### src/rtl/load_store_unit_pkg.sv
// rtl/load_store_unit_pkg.sv - shared types, defaults and alignment rule for the load/store unit
package load_store_unit_pkg;

    typedef enum logic [1:0] {
        IDLE  = 2'd0,
        LOAD  = 2'd1,
        STORE = 2'd2,
        DONE  = 2'd3
    } lsu_state_t;

    typedef enum logic [1:0] {
        SIZE_BYTE     = 2'b00,
        SIZE_HALF     = 2'b01,
        SIZE_WORD     = 2'b10,
        SIZE_WORD_ALT = 2'b11
    } lsu_size_t;

    typedef enum logic [1:0] {
        CAUSE_NONE           = 2'b00,
        CAUSE_LOAD_MISALIGN  = 2'b01,
        CAUSE_STORE_MISALIGN = 2'b10,
        CAUSE_STORE_TIMEOUT  = 2'b11
    } lsu_cause_t;

    localparam int LSU_STORE_TIMEOUT_DEFAULT = 16;

    // Size 11 is handled as a word, so anything other than byte/half needs full alignment.
    function automatic logic lsu_misaligned(input logic [1:0] size, input logic [1:0] offset);
        logic result;
        case (lsu_size_t'(size))
            SIZE_BYTE: result = 1'b0;
            SIZE_HALF: result = offset[0];
            default:   result = (offset != 2'b00);
        endcase
        return result;
    endfunction

endpackage

### src/rtl/lsu_align.sv
// rtl/lsu_align.sv - byte-lane steering for stores and lane extraction/extension for loads
module lsu_align
    import load_store_unit_pkg::*;
(
    input  logic [1:0]  i_size,
    input  logic [1:0]  i_offset,
    input  logic [31:0] i_wdata,
    input  logic        i_unsigned,
    input  logic [31:0] i_load_word,
    output logic [3:0]  o_byte_enable,
    output logic [31:0] o_store_data,
    output logic [31:0] o_load_result
);

    logic [15:0] w_lane;

    always_comb begin
        w_lane        = 16'(i_load_word >> {i_offset, 3'b000});
        o_byte_enable = 4'b1111;
        o_store_data  = i_wdata;
        o_load_result = i_load_word;
        case (lsu_size_t'(i_size))
            SIZE_BYTE: begin
                o_byte_enable = 4'b0001 << i_offset;
                o_store_data  = {4{i_wdata[7:0]}};
                o_load_result = {{24{w_lane[7] & ~i_unsigned}}, w_lane[7:0]};
            end
            SIZE_HALF: begin
                o_byte_enable = 4'b0011 << i_offset;
                o_store_data  = {2{i_wdata[15:0]}};
                o_load_result = {{16{w_lane[15] & ~i_unsigned}}, w_lane};
            end
            default: ;
        endcase
    end

endmodule

### src/rtl/load_store_unit.sv
// rtl/load_store_unit.sv - pipeline load/store sequencer driving the unified memory data port
module load_store_unit
    import load_store_unit_pkg::*;
#(
    parameter int STORE_TIMEOUT = LSU_STORE_TIMEOUT_DEFAULT
) (
    input  logic        clock,
    input  logic        reset,
    input  logic        flush,
    input  logic        req_valid,
    output logic        req_ready,
    input  logic        req_store,
    input  logic [1:0]  req_size,
    input  logic        req_unsigned,
    input  logic [31:0] req_addr,
    input  logic [31:0] req_wdata,
    output logic        resp_valid,
    input  logic        resp_ready,
    output logic [31:0] resp_rdata,
    output logic        resp_fault,
    output logic [1:0]  resp_cause,
    output logic [31:0] d_address,
    output logic [31:0] storeData,
    output logic [3:0]  byteEnable,
    output logic        storeValid,
    input  logic [31:0] loadData,
    input  logic        loadDataValid,
    input  logic        storeComplete
);

    localparam int CW = $clog2(STORE_TIMEOUT + 1);

    lsu_state_t    r_state;
    lsu_state_t    w_next_state;
    lsu_cause_t    r_cause;
    logic [31:0]   r_addr;
    logic [31:0]   r_wdata;
    logic [31:0]   r_rdata;
    logic [1:0]    r_size;
    logic          r_unsigned;
    logic          r_fault;
    logic          r_flushed;
    logic [CW-1:0] r_count;

    logic          w_misaligned;
    logic          w_accept;
    logic          w_load_take;
    logic          w_timeout;
    logic [3:0]    w_byte_enable;
    logic [31:0]   w_store_data;
    logic [31:0]   w_load_result;

    assign w_misaligned = lsu_misaligned(req_size, req_addr[1:0]);

    lsu_align u_align (
        .i_size        (r_size),
        .i_offset      (r_addr[1:0]),
        .i_wdata       (r_wdata),
        .i_unsigned    (r_unsigned),
        .i_load_word   (loadData),
        .o_byte_enable (w_byte_enable),
        .o_store_data  (w_store_data),
        .o_load_result (w_load_result)
    );

    always_ff @(posedge clock) begin
        if (!reset) begin
            r_state <= IDLE;
        end else begin
            r_state <= w_next_state;
        end
    end

    // A store already strobed cannot be withdrawn; a flush only suppresses its response.
    always_comb begin
        w_next_state = r_state;
        w_accept     = 1'b0;
        w_load_take  = 1'b0;
        w_timeout    = 1'b0;
        case (r_state)
            IDLE: begin
                if (req_valid && !flush) begin
                    w_accept = 1'b1;
                    if (w_misaligned) begin
                        w_next_state = DONE;
                    end else if (req_store) begin
                        w_next_state = STORE;
                    end else begin
                        w_next_state = LOAD;
                    end
                end
            end
            LOAD: begin
                if (flush) begin
                    w_next_state = IDLE;
                end else if (loadDataValid) begin
                    w_load_take  = 1'b1;
                    w_next_state = DONE;
                end
            end
            STORE: begin
                if (storeComplete || r_count == CW'(STORE_TIMEOUT - 1)) begin
                    w_timeout    = !storeComplete;
                    w_next_state = (flush || r_flushed) ? IDLE : DONE;
                end
            end
            DONE: begin
                if (flush || resp_ready) begin
                    w_next_state = IDLE;
                end
            end
            default: w_next_state = IDLE;
        endcase
    end

    always_ff @(posedge clock) begin
        if (!reset) begin
            r_addr     <= '0;
            r_wdata    <= '0;
            r_rdata    <= '0;
            r_size     <= '0;
            r_unsigned <= 1'b0;
            r_fault    <= 1'b0;
            r_cause    <= CAUSE_NONE;
            r_flushed  <= 1'b0;
            r_count    <= '0;
        end else begin
            if (w_accept) begin
                r_addr     <= req_addr;
                r_wdata    <= req_wdata;
                r_size     <= req_size;
                r_unsigned <= req_unsigned;
                r_rdata    <= '0;
                r_fault    <= w_misaligned;
                r_cause    <= !w_misaligned ? CAUSE_NONE :
                              req_store     ? CAUSE_STORE_MISALIGN : CAUSE_LOAD_MISALIGN;
                r_flushed  <= 1'b0;
                r_count    <= '0;
            end
            if (w_load_take) begin
                r_rdata <= w_load_result;
            end
            if (r_state == STORE) begin
                r_count <= r_count + 1'b1;
                if (flush) begin
                    r_flushed <= 1'b1;
                end
            end
            if (w_timeout) begin
                r_fault <= 1'b1;
                r_cause <= CAUSE_STORE_TIMEOUT;
            end
        end
    end

    assign req_ready  = (r_state == IDLE);
    assign resp_valid = (r_state == DONE);
    assign storeValid = (r_state == STORE);
    assign resp_rdata = r_rdata;
    assign resp_fault = r_fault;
    assign resp_cause = r_cause;
    assign d_address  = r_addr;
    assign byteEnable = storeValid ? w_byte_enable : 4'b0000;
    assign storeData  = storeValid ? w_store_data : 32'd0;

endmodule

### config.mk
export PLATFORM = sky130hd
export DESIGN_NAME = load_store_unit
export DESIGN_NICKNAME = d
export VERILOG_FILES = /design/src/rtl/load_store_unit_pkg.sv /design/src/rtl/lsu_align.sv /design/src/rtl/load_store_unit.sv
export SDC_FILE = /design/constraint.sdc
export NUM_CORES = 1
export LEC_CHECK = 0
export CORE_MARGIN = 2
export CORE_UTILIZATION = 47
export CTS_CLUSTER_SIZE = 28
export DETAILED_ROUTE_END_ITERATION = 12
export PLACE_DENSITY = 0.86
export SLEW_MARGIN = 15
export SYNTH_ARGS = -nofsm -noshare
export SYNTH_HDL_FRONTEND = slang
export SYNTH_SLANG_ARGS = --single-unit
export TNS_END_PERCENT = 50
### constraint.sdc
create_clock -name clock -period 3.4 [get_ports clock]
set_input_delay 0.34 -clock clock [delete_from_list [all_inputs] [get_ports clock]]
set_output_delay 0.34 -clock clock [all_outputs]
set_load 0.01 [all_outputs]
## Yosys cells after proc, flatten, opt, wreduce, memory -nomap -nowiden

Cells that the tools add are included.

- Flip-flop bits (word level): 110
- Input port bits: 107
- Logic and storage cells: 75

- $add $sub $neg: 1
- Eq/ne operators: 10
- Shift operators: 3
- Mux-type cells: 34
- Bitwise gates (word level): 3
- Reduce and logical (&&, ||, !) cells: 14

Operator list:

| kind | count |
|---|---|
| one-hot mux 32 bit (2 select lines) | 2 |
| 2-to-1 mux 32 bit | 3 |
| right shift 32 x 5 -> 16 bit | 1 |
| 2-to-1 mux 2 bit | 11 |
| 2-to-1 mux 1 bit | 12 |
| 2-to-1 mux 5 bit | 2 |
| one-hot mux 2 bit (4 select lines) | 1 |
| one-hot mux 4 bit (2 select lines) | 1 |
| nonzero test 2 bit | 4 |
| == test 2 x 1 -> 1 bit (second input constant) | 3 |
| zero test 2 bit | 3 |
| != test 2 x 1 -> 1 bit (second input constant) | 3 |
| adder 5 x 1 -> 5 bit (second input constant) | 1 |
| == test 5 x 4 -> 1 bit (second input constant) | 1 |
| == test 2 bit (second input constant) | 2 |
| 2-to-1 mux 4 bit | 1 |
| AND reduction 4 bit | 1 |
| << shifter 1 x 2 -> 4 bit (first input constant) | 1 |
| << shifter 2 x 2 -> 4 bit (first input constant) | 1 |
| logical OR 1 bit | 3 |
| != test 3 bit (second input constant) | 1 |
| bitwise AND 1 bit | 2 |
| zero test 1 bit | 2 |
| one-hot mux 1 bit (2 select lines) | 1 |
| other kinds (2) | 2 |

## Longest topological paths before layout

- Depth after elaboration: 7
- Mapped depth: 7

## By module

Synthesis repeated with hierarchy kept, for this count alone.

- Cell total of the unflattened synthesis: 710
- Area, all modules: 5,790.6 sq um

Modules (own cells, without submodules):

| module | instances | cells each | area each (sq um) |
|---|---|---|---|
| load_store_unit | 1 | 519 | 4,454.3 |
| lsu_align | 1 | 191 | 1,336.3 |

## Least setup slack after synthesis

No wires, ideal clock.

- Kind: register to register
- From: register r_addr[1] (netlist: d_address[1])
- To: register r_rdata[21] (netlist: resp_rdata[21])
- Library setup time: 0.122 ns
- Data arrival time: 1.566 ns
- Required time: 3.278 ns
- Path slack: 1.712 ns
- Cell stages (with the launch flop): 7
- Period minus slack after synthesis: 1.688 ns
- Cells stage by stage: dfxtp_1 > buf_6 > mux2_4 > a32oi_1 > o22ai_2 > buf_6 > a221o_1

- Cells in the longest elaborated chain, start to end: 4

Ends and longest elaborated chain:

| item | RTL line | source |
|---|---|---|
| from (decl) | load_store_unit.sv:36 | `logic [31:0] r_addr;` |
| from (signal assigned) | load_store_unit.sv:129 | `r_addr <= req_addr;` |
| right shift 32 x 5 -> 16 bit * | lsu_align.sv:18 | `w_lane = 16'(i_load_word >> {i_offset, 3'b000});` |
| bitwise AND 1 bit, on equally long branches | lsu_align.sv:31, lsu_align.sv:26 |  |
| one-hot mux 32 bit (2 select lines) * | lsu_align.sv:22 | `case (lsu_size_t'(i_size))` |
| 2-to-1 mux 32 bit * | load_store_unit.sv:140 | `if (w_load_take) begin` |
| to (signal assigned) | load_store_unit.sv:141 | `r_rdata <= w_load_result;` |
| to (decl) | load_store_unit.sv:38 | `logic [31:0] r_rdata;` |

Every way passes the cells marked *; elsewhere a longest branch is shown, timed or not.
A chain may end at the register's enable or synchronous reset.

## Final worst setup path

- From: register r_addr[0] (netlist: d_address[0])
- To: output port byteEnable[2]

- Cells in the longest elaborated chain, start to end: 3

Ends and longest elaborated chain:

| item | RTL line | source |
|---|---|---|
| << shifter 2 x 2 -> 4 bit or << shifter 1 x 2 -> 4 bit (tied branches) | lsu_align.sv:29, lsu_align.sv:24 |  |
| one-hot mux 4 bit (2 select lines) * | lsu_align.sv:22 |  |
| 2-to-1 mux 4 bit * | load_store_unit.sv:163 | `assign byteEnable = storeValid ? w_byte_enable : 4'b0000;` |
| to (decl) | load_store_unit.sv:24 | `output logic [3:0] byteEnable,` |

Marked as above.

==> impl_metrics.json <==
{
  "status": "finished clean",
  "synth_area_leaders": "dfxtp_1 41%, nand2_1 12%, a21boi_0 8.3%, mux2i_1 4.7%, a21oi_1 3.7%",
  "yosys_warnings": 0,
  "drt_iter0_drc": 401,
  "async_reset_ff_share_pct": 0,
  "htree_levels": 3,
  "post-place-ws_ns": 0.782,
  "max_clock_freq_mhz": 358,
  "dieArea_mm2": 0.0122,
  "fin_ws_ns": 0.605,
  "place_congestion": 0.894,
  "worst_setup_path_start_kind": "flip-flop",
  "clockRootBuffer": "clkbuf_16",
  "yosysTopAreaCellShare_pct": 41.4,
  "die_w_um": 110,
  "tns_ns": 0,
  "synthTopCellsByCount": "176 x nand2_1, 110 x dfxtp_1, 59 x a21boi_0, 42 x nor2_1, 39 x a21oi_1",
  "cts_resized": 0,
  "vias": 5395,
  "syn-cell-area_mm2": 0.00532,
  "fin_crit_sh_pct": 82.2,
  "seqCellArea_mm2": 0.00220,
  "cp.arrival_ns": 2.45,
  "synthesis.nets": 761,
  "end_kind": "output port",
  "clock_path_buffers": 2,
  "core_area_mm2": 0.0109,
  "rsz0062_at_grt": "no",
  "ys_seq_area_share_pct": 41.4,
  "final_cells": 972,
  "tightestPinTransition_ns": 0.929,
  "fp.dieH_um": 110,
  "cap_violations": 0,
  "rows": 38,
  "firstDrtPassIters": 7,
  "drv_slew": 0,
  "ant_nets": 0,
  "yosysMostFrequentCell": "nand2_1",
  "grt_max_degree": 82,
  "grtUsageTotal_pct": 26.5,
  "syn2layout_area_growth_pct": 43.6,
  "holdCritPathClass": "flip-flop to flip-flop",
  "drive_above_1_share_pct": 3.73,
  "clk_pin_slew_ns": 0.07,
  "yosys_most_used_dff": "dfxtp_1",
  "io_buffers": 212,
  "viasPerCell": 5.55,
  "start_util_pct": 48.7,
  "nets": 937,
  "p_int_mw": 2.54,
  "multiInputGateArea_mm2": 0.00278,
  "p_per_area_mw_per_mm2": 484,
  "placed_area_mm2": 0.00734,
  "cts_hold_buf": 0,
  "routed_wl_um": 16400,
  "synth_edf_count": 0,
  "fillers": 876,
  "ys_ff_latch": 110,
  "wl_per_cell_um": 16.9,
  "p_sw_share_pct": 31.3,
  "clkLatencyLatePin_ns": 0.35,
  "crit_type": "flip-flop to output port",
  "syn_area_per_cell_um2": 8.16,
  "grt.overflow.total": 0,
  "period_needed_ns": 2.79,
  "ir_worst_vdd_mv": 0.300,
  "grt_first_pass_wirelength_um": 26600,
  "num_antenna_cells": 0,
  "fin_area_mm2": 0.00764,
  "synth_top_area_cell": "dfxtp_1",
  "place_hpwl_um": 11800,
  "clock-sinks": 110,
  "cts_made_buffers": 9,
  "power.switching_mw": 1.16,
  "hold_viol_final": 0,
  "power_frac_seq_pct": 42.1,
  "power_leakage_nw": 2.72,
  "cts_setup_buffers": 0,
  "place_inst": 957,
  "fin_skew_ns": 0.00748,
  "critPathMaxFanout": 23,
  "io_pins": 213,
  "p_clk_share_pct": 28.9,
  "first_global_vias": 5317,
  "p_comb_share_pct": 29.0,
  "worstPathRequired_ns": 3.06,
  "setup_viol": 0,
  "maxSlewHeadroom_pct": 38.1,
  "synthDistinctLibCells": 51,
  "antenna_found_initial": 0,
  "cts_tree": "yes",
  "drc_errors": 0,
  "netlist_instances": 652
}
==> kinds of logic (layout without fill, tap and decap cells) <==
logic type | Yosys count | after routing | share of synthesized area (%)
multiplexers | 27 | 27 | 5.20
AO/OA/AOI/OAI | 187 | 187 | 24.8
buffers and inverters | 58 | 238 | 6.40
AND/OR/NAND/NOR | 267 | 267 | 21.6
XOR/XNOR | 1 | 1 | 0.165
adder cells (fa/ha/maj) | 2 | 2 | 0.470
flip-flops | 110 | 110 | 41.4
==> path summary, 6_finish.rpt <==
path	depth (start not counted)	start	endpoint	slack, ns
max	4	d_address[0]	byteEnable[2]	0.61
min reg2reg	2	resp_rdata[5]	resp_rdata[5]	0.45
min	2	resp_rdata[5]	resp_rdata[5]	0.45
max reg2reg	4	d_address[0]	resp_rdata[22]	1.26
==> cells in the final DEF (no fill, tap or decap), types with 2 or more instances in the layout <==
master           netlist  layout
nand2_1              176     176
and3_1                 4       4
nor2b_1                7       7
nand2b_1              10      10
mux2i_1               25      25
and2_1                11      11
a21boi_0              59      59
clkbuf_16              0       9
clkbuf_8               0       2
a32oi_1                3       3
nand3b_1               2       2
a21oi_1               39      39
a221o_1               16      16
o211ai_1               2       2
nand3_1                8       8
inv_1                  4       4
o21a_1                 4       4
clkdlybuf4s50_1        0     211
a21boi_1              12      12
dfxtp_1              110     109
a222oi_1               5       5
a21o_1                10      10
buf_4                  2       7
o21bai_1               2       2
ha_1                   2       2
o21ai_0               21      21
nor2_1                42      42
a22oi_1                3       3
==> routing by layer <==
layer,GRT usage (%),vias to the layer above,share of wire [%]
met2,45.1,243,50
li1,-,2587,-
met4,11.4,0,2.7
met5,0,-,0
met3,6.92,35,7.8
met1,31.4,2530,40
==> power groups by stage <==
stage	logic [mW]	registers [mW]	clock network, mW
after floorplan	0.644	1.55	0
after global placement	1.04	1.57	0
after detailed placement	1.07	1.58	0
after CTS	1.08	1.55	1.09
after global routing	1.17	1.58	1.14
final	1.07	1.56	1.07
==> flip-flops by register name, summed over array words and instances (netlist names) <==
name / flops
r_state: 2
r_unsigned: 1
r_flushed: 1
r_size: 2
resp_rdata: 32
d_address: 32
r_count: 5
resp_fault: 1
resp_cause: 2
r_wdata: 32
==> critical path: stages (launching register included) <==
cell             delay [ns]
dfxtp_1                0.81
nor2b_1                0.36
a211oi_1               0.12
nor2_1                 0.21
clkdlybuf4s50_1        0.60
==> layout make-up <==
type / count / share of cell area, %
inverter: 4 / 0.196
tap: 140 / 2.29
clock buffer: 12 / 3.36
clock inverter: 3 / 0.573
timing repair buffer: 219 / 28.4
multi-input combinational: 484 / 36.4
sequential: 110 / 28.8
==> through the flow <==
step                hold WS [ns]  util, %  total power [mW]
floorplan                  0.415        -              2.20
detailed placement         0.438     67.1              2.65
global placement           0.427     67.1              2.62
global route               0.483     69.9              3.88
finish                     0.448     69.9              3.70
CTS                        0.447     69.9              3.72
(Power assumes the default switching activity.)
